--- src/rtl/disp_7seg_pkg.sv ---
// Segment patterns shared by the display blocks. Bit order is a..g, MSB to LSB.
// Native encoding is active-low: a 0 bit lights its segment.
package disp_7seg_pkg;

    localparam logic [6:0] SEG_0    = 7'b0000001;
    localparam logic [6:0] SEG_1    = 7'b1001111;
    localparam logic [6:0] SEG_2    = 7'b0010010;
    localparam logic [6:0] SEG_3    = 7'b0000110;
    localparam logic [6:0] SEG_4    = 7'b1001100;
    localparam logic [6:0] SEG_5    = 7'b0100100;
    localparam logic [6:0] SEG_6    = 7'b0100000;
    localparam logic [6:0] SEG_7    = 7'b0001111;
    localparam logic [6:0] SEG_8    = 7'b0000000;
    localparam logic [6:0] SEG_9    = 7'b0000100;
    localparam logic [6:0] SEG_A    = 7'b0001000;
    localparam logic [6:0] SEG_B    = 7'b1100000;
    localparam logic [6:0] SEG_C    = 7'b0110001;
    localparam logic [6:0] SEG_D    = 7'b1000010;
    localparam logic [6:0] SEG_E    = 7'b0110000;
    localparam logic [6:0] SEG_F    = 7'b0111000;
    localparam logic [6:0] SEG_DASH = 7'b1111110;
    localparam logic [6:0] SEG_OFF  = 7'b1111111;

endpackage

--- src/rtl/seg7_decode.sv ---
// Nibble to native 7-segment pattern; hex_mode=0 shows a dash for 10..15.
// Latency: combinational. Backpressure: none.
// Flow: pure function of its inputs, no handshake.
module seg7_decode
    import disp_7seg_pkg::*;
(
    input  logic [3:0] nibble,
    input  logic       hex_mode,
    output logic [6:0] pattern
);

    always_comb begin
        pattern = SEG_OFF;
        case (nibble)
            4'h0: pattern = SEG_0;
            4'h1: pattern = SEG_1;
            4'h2: pattern = SEG_2;
            4'h3: pattern = SEG_3;
            4'h4: pattern = SEG_4;
            4'h5: pattern = SEG_5;
            4'h6: pattern = SEG_6;
            4'h7: pattern = SEG_7;
            4'h8: pattern = SEG_8;
            4'h9: pattern = SEG_9;
            4'hA: pattern = hex_mode ? SEG_A : SEG_DASH;
            4'hB: pattern = hex_mode ? SEG_B : SEG_DASH;
            4'hC: pattern = hex_mode ? SEG_C : SEG_DASH;
            4'hD: pattern = hex_mode ? SEG_D : SEG_DASH;
            4'hE: pattern = hex_mode ? SEG_E : SEG_DASH;
            4'hF: pattern = hex_mode ? SEG_F : SEG_DASH;
        endcase
    end

endmodule

--- src/rtl/disp_7seg_mux.sv ---
// Multiplexed 7-seg driver with PWM brightness; DISP_7SEG_MUX_LZB_EN blanks leading zeros.
// Latency: outputs registered one cycle after counter state. Backpressure: en=0 blanks and freezes.
// val_in is sampled into a shadow once per frame, so a frame never shows torn data.
module disp_7seg_mux
    import disp_7seg_pkg::*;
#(
    parameter int NUM_DIGITS = 4,
    parameter int PRESCALE   = 1000
) (
    input  logic                    clk,
    input  logic                    rst,
    input  logic                    en,
    input  logic [NUM_DIGITS*4-1:0] val_in,
    input  logic                    hex_mode,
    input  logic [2:0]              bright,
    input  logic                    seg_inv,
    output logic [6:0]              seg_out,
    output logic [NUM_DIGITS-1:0]   dig_sel,
    output logic                    frame_tick
);

    localparam int DW = (NUM_DIGITS > 1) ? $clog2(NUM_DIGITS) : 1;
    localparam int PW = (PRESCALE > 1) ? $clog2(PRESCALE) : 1;
    localparam logic [PW-1:0] PRESC_LAST = PW'(PRESCALE - 1);
    localparam logic [DW-1:0] DIG_LAST   = DW'(NUM_DIGITS - 1);

    logic [PW-1:0]           presc_q;
    logic [2:0]              phase_q;
    logic [DW-1:0]           dig_q;
    logic [NUM_DIGITS*4-1:0] shadow_q;
    logic                    loaded_q;
    logic [6:0]              seg_nat_q;
    logic [NUM_DIGITS-1:0]   dig_sel_q;
    logic                    frame_tick_q;

    logic                    run;
    logic                    presc_wrap;
    logic                    phase_wrap;
    logic                    frame_wrap;
    logic [3:0]              cur_nib;
    logic                    cur_blank;
    logic [NUM_DIGITS-1:0]   lz_mask;
    logic [6:0]              dec_pat;

    // The first cycle after reset only loads the shadow, so digit 0 never shows stale data.
    assign run        = en & loaded_q;
    assign presc_wrap = (presc_q == PRESC_LAST);
    assign phase_wrap = presc_wrap && (phase_q == 3'd7);
    assign frame_wrap = run && phase_wrap && (dig_q == DIG_LAST);

`ifdef DISP_7SEG_MUX_LZB_EN
    logic zero_run;

    // Blank each zero nibble in the unbroken run from the top digit; digit 0 always shows.
    always_comb begin
        lz_mask  = '0;
        zero_run = 1'b1;
        for (int i = NUM_DIGITS - 1; i > 0; i--) begin
            zero_run   = zero_run && (shadow_q[i*4 +: 4] == 4'h0);
            lz_mask[i] = zero_run;
        end
    end
`else
    assign lz_mask = '0;
`endif

    always_comb begin
        cur_nib   = 4'h0;
        cur_blank = 1'b0;
        for (int i = 0; i < NUM_DIGITS; i++) begin
            if (dig_q == DW'(i)) begin
                cur_nib   = shadow_q[i*4 +: 4];
                cur_blank = lz_mask[i];
            end
        end
    end

    seg7_decode u_decode (
        .nibble   (cur_nib),
        .hex_mode (hex_mode),
        .pattern  (dec_pat)
    );

    always_ff @(posedge clk or posedge rst) begin
        if (rst) begin
            presc_q  <= '0;
            phase_q  <= 3'd0;
            dig_q    <= '0;
            shadow_q <= '0;
            loaded_q <= 1'b0;
        end else begin
            if (!loaded_q) begin
                loaded_q <= 1'b1;
                shadow_q <= val_in;
            end else if (frame_wrap) begin
                shadow_q <= val_in;
            end
            if (run) begin
                presc_q <= presc_wrap ? '0 : presc_q + PW'(1);
                if (presc_wrap) begin
                    phase_q <= phase_q + 3'd1;
                end
                if (phase_wrap) begin
                    dig_q <= (dig_q == DIG_LAST) ? '0 : dig_q + DW'(1);
                end
            end
        end
    end

    always_ff @(posedge clk or posedge rst) begin
        if (rst) begin
            seg_nat_q    <= SEG_OFF;
            dig_sel_q    <= '0;
            frame_tick_q <= 1'b0;
        end else begin
            frame_tick_q <= frame_wrap;
            if (run) begin
                dig_sel_q <= NUM_DIGITS'(1) << dig_q;
                seg_nat_q <= ((phase_q <= bright) && !cur_blank) ? dec_pat : SEG_OFF;
            end else begin
                dig_sel_q <= '0;
                seg_nat_q <= SEG_OFF;
            end
        end
    end

    // Polarity is applied after the register so the reset value tracks seg_inv.
    assign seg_out    = seg_nat_q ^ {7{seg_inv}};
    assign dig_sel    = dig_sel_q;
    assign frame_tick = frame_tick_q;

endmodule

--- config.mk ---
export PLATFORM = sky130hd
export DESIGN_NAME = disp_7seg_mux
export DESIGN_NICKNAME = d
export VERILOG_FILES = /design/src/rtl/disp_7seg_pkg.sv /design/src/rtl/seg7_decode.sv /design/src/rtl/disp_7seg_mux.sv
export SDC_FILE = /design/constraint.sdc
export NUM_CORES = 1
export LEC_CHECK = 0
export CAP_MARGIN = 20
export CORE_ASPECT_RATIO = 0.5
export CORE_UTILIZATION = 57
export CTS_CLUSTER_SIZE = 12
export DETAILED_ROUTE_END_ITERATION = 12
export DONT_BUFFER_PORTS = 1
export PLACE_DENSITY_LB_ADDON = 0.12
export SLEW_MARGIN = 20
export SYNTH_ARGS = -nofsm -noshare
export SYNTH_HDL_FRONTEND = slang
export SYNTH_HIERARCHICAL = 1
export SYNTH_SLANG_ARGS = --single-unit
--- constraint.sdc ---
create_clock -name clk -period 2 [get_ports clk]
set_input_delay 0.6 -clock clk [delete_from_list [all_inputs] [get_ports clk]]
set_output_delay 0.6 -clock clk [all_outputs]
set_load 0.01 [all_outputs]
==> parameters.txt <==
Parameter                              Value

Synthesis
  Async set or reset register ratio after synthesis    100.0%
  Syn Std Cell Area    2515 um^2
  Post-synthesis sequential area ratio    44.13%
  Cells after synthesis    232
  Post-synth EDFFs    0
  Post-synthesis net count    266
  Register bit total from synthesis    44
  Post-synth cell types    50
  Mean cell area of the mapped netlist    10.84 um^2
  Primary flip-flop cell chosen by synthesis mapping    dfrtp_1
  Syn. warnings    6

Cells and area
  Signed area change from the synthesized netlist to the final layout    20.55%
  Count of inserted antenna diode cells    0
  Fraction of final layout cells sized beyond drive strength 1    40.00%
  Final non-filler cell total    319
  Number of nets in the final layout    a little under 300
  Final design area excluding fillers    3032 um^2

STA
  Number of setup violations in the final report    6
  Setup skew after layout    0.007339 ns
  Min Clock Period, post-route    2.100 ns
  Total count of max-transition violations in the final report    0
  Max Clk Rate    0.4762 GHz
  Unrepaired setup endpoints after global routing    yes
  Worst max-slew margin expressed relative to the limit    63.05%
  Setup slack of the critical path after layout    -0.1000 ns
  Fin crit share    105.0%
  Final-report hold violation count    0
  Slew at the pin closest to its max-slew limit    about 0.55 ns

Critical path
  CP endpoint    seg_nat_q[0]
  Crit. End Element    flop
  Reg2reg path depth    14
  Critical path launch point    dig_q[1]
  Critical path data arrival time    2.34 ns
  Crit Path Max Fanout    7
  Worst R2R Start    dig_q[1]
  Register-to-register setup slack    -0.10 ns
  Critical path required time    2.24 ns
  Element type at the critical path start    flop
  Reg2reg end    seg_nat_q[0]
  Critical path class    flop to flop

Drt
  # DRC    0
  Via-to-Cell Ratio    5.859
  Post-detailed-routing wire length    5342 um
  Number of iterations in the first detailed-routing pass    4
  Number of vias after detailed routing    about 1900
  Antenna Nets Post-Route    0
  Drt wl/cell    16.75 um
  Drt first-iter violations    46

Pwr
  Leak pwr    1.357 nW
  Maximum ir drop on the vdd rail    0.4555 mV
  Power density over the cells    716.1 nW/um^2

Floorplan
  Number of standard-cell rows in the floorplan    16
  Starting utilization of the core area    61.88%
  Die span in y    ~49 um
  I/O Pins    36
  Die boundary width    95.94 um
  Floorplan Core Area    4064 um^2
  Die ar.    4698 um^2

Global routing
  Congestion Overflow GR    0
  Wire length of the first global-routing pass    just over 8000 um
  Number of global-route vias before repair    around 1700
  Initial antenna violation count    0
  Pin count of the biggest net entering global routing    45
  GRT Resource Usage Total    23.58%

Placed design
  Total of buffers placed on input and output ports    0
  DP Wirelength    3387 um
  Cell count after placement    294
  Routability-driven placement congestion ratio    roughly 0.75
  Area after detailed placement    around 2600 um^2

Clock network
  Library cell used as clock root buffer    clkbuf_8
  CTS Hold Bufs    0
  Number of clock buffers inserted by TritonCTS    5
  Buffer levels on the longest clock path    2
  H-tree level count    2
  CTS Sinks    44
  Latest clock arrival within the worst-skew pair    0.30 ns
  CTS clock-pin slew for the worst setup and hold paths    0.08 ns
  TritonCTS clock tree    yes

Status
  Failing checks    negative setup slack
  Outcome    finished, violations left

Worst hold path
  Hold/Removal Path Class    input pin to async pin

Run
  Max cap viols    0
==> what timing repair did <==
item,CTS,global route
pin swaps,9,22
resized for setup,14,38
setup buffers,7,8
gates cloned,0,2
setup endpoints to repair,22,13
==> flip-flops by register name (all words and copies together), names as in the netlist <==
name and cells:
presc_q 10, frame_tick 1, seg_nat_q 7, dig_q 2
shadow_q 16, loaded_q 1, dig_sel 4, phase_q 3
==> kinds of logic (layout without fill, tap and decap cells) <==
family / Yosys count / after routing / share of synthesized area (%)
AND/OR/NAND/NOR: 75 / 75 / 16.97
flip-flops: 44 / 44 / 44.13
AO/OA/AOI/OAI: 38 / 38 / 9.652
buffers and inverters: 25 / 58 / 6.815
multiplexers: 24 / 24 / 12.09
XOR/XNOR: 15 / 15 / 5.224
adder cells (fa/ha/maj): 10 / 10 / 4.975
other: 1 / 1 / 0.1491
==> worst max-delay path: stages, from the launching register on <==
cell and delay (ns):
dfrtp_1 0.41, inv_2 0.10, buf_6 0.11, ha_4 0.15, nand3b_1 0.11, a21oi_2 0.15, a21oi_2 0.04, o21ai_1 0.12
buf_4 0.18, buf_6 0.12, nand3_4 0.08, o22a_1 0.19, o21ai_2 0.14, nor2_1 0.05, nand2_1 0.08
==> cell type report <==
class                           count  area [um^2]
Multi-Input combinational cell    163         1403
Sequential cell                    44         1111
Fill cell                         263         1032
Timing Repair Buffer               38        325.3
Clock buffer                        8        80.08
Tap cell                           54        67.56
Inverter                           12        45.04
==> power by group <==
group / internal [mW] / switching, mW
Sequential: 0.993 / 0.0940
Clock: 0.248 / 0.293
Combinational: 0.283 / 0.260
==> metal layers <==
| layer | global-route usage (%) | up-vias | part of all wire, % |
|---|---|---|---|
| met1 | 32.36 | 938 | 43 |
| met5 | 0 | - | 0 |
| li1 | - | 857 | - |
| met4 | 6.716 | 0 | 2.5 |
| met3 | 5.763 | 15 | 5.1 |
| met2 | 37.26 | 59 | 49 |
==> cells in the mapped netlist, drive strengths merged, types with 2 or more instances <==
master / instances / area (um^2)
nor3: 3 / 26.28
nor2b: 2 / 12.51
buf: 9 / 101.3
and3: 4 / 25.02
a21oi: 16 / 80.08
o22ai: 2 / 12.51
xnor2: 8 / 70.07
nand3b: 4 / 30.03
dfstp: 7 / 183.9
dfrtp: 37 / 925.9
nand4: 2 / 27.53
nand3: 9 / 50.05
nand2: 24 / 90.09
mux2: 21 / 274.0
nand2b: 3 / 18.77
ha: 10 / 125.1
inv: 12 / 45.04
nor2: 18 / 70.07
xor2: 7 / 61.31
clkbuf: 4 / 25.02
mux2i: 3 / 30.03
o21ai: 10 / 53.80
nor4: 2 / 27.53
==> through the flow <==
step	TNS, ns	hold WS (ns)	power (mW)	util [%]	worst slack, ns
2_1_floorplan	0	0.4805	1.446	-	0.04240
3_3_place_gp	0	0.4969	1.520	64.69	0.01521
3_5_place_dp	-0.4943	0.5012	1.539	64.69	-0.1213
4_1_cts	0	0.3529	2.088	69.43	0.006844
5_1_grt	-1.211	0.3827	2.295	74.60	-0.2442
6_report	-0.3810	0.3251	2.171	74.60	-0.1000
==> worst min path at each step <==
stage,startpoint,end,cells after the start
floorplan,shadow_q[12],shadow_q[12],1
global placement,shadow_q[11],shadow_q[11],1
detailed placement,shadow_q[7],shadow_q[7],1
CTS,rst,presc_q[7],2
global route,rst,presc_q[7],2
finish,rst,presc_q[7],2
==> placed cells by master (no fill, tap or decap), types with 4 or more instances in the layout <==
master / instances
a21oi_1: 10
a21oi_2: 6
and3_1: 4
buf_4: 27
buf_6: 8
clkbuf_8: 5
dfrtp_1: 36
dfstp_2: 7
ha_1: 6
ha_4: 4
inv_1: 10
mux2_2: 10
mux2_4: 11
nand2_1: 21
nand3_1: 7
nand3b_1: 4
nor2_1: 17
o21ai_1: 4
o21ai_2: 4
xnor2_1: 7
xor2_1: 7
(Power assumes the default switching activity.)
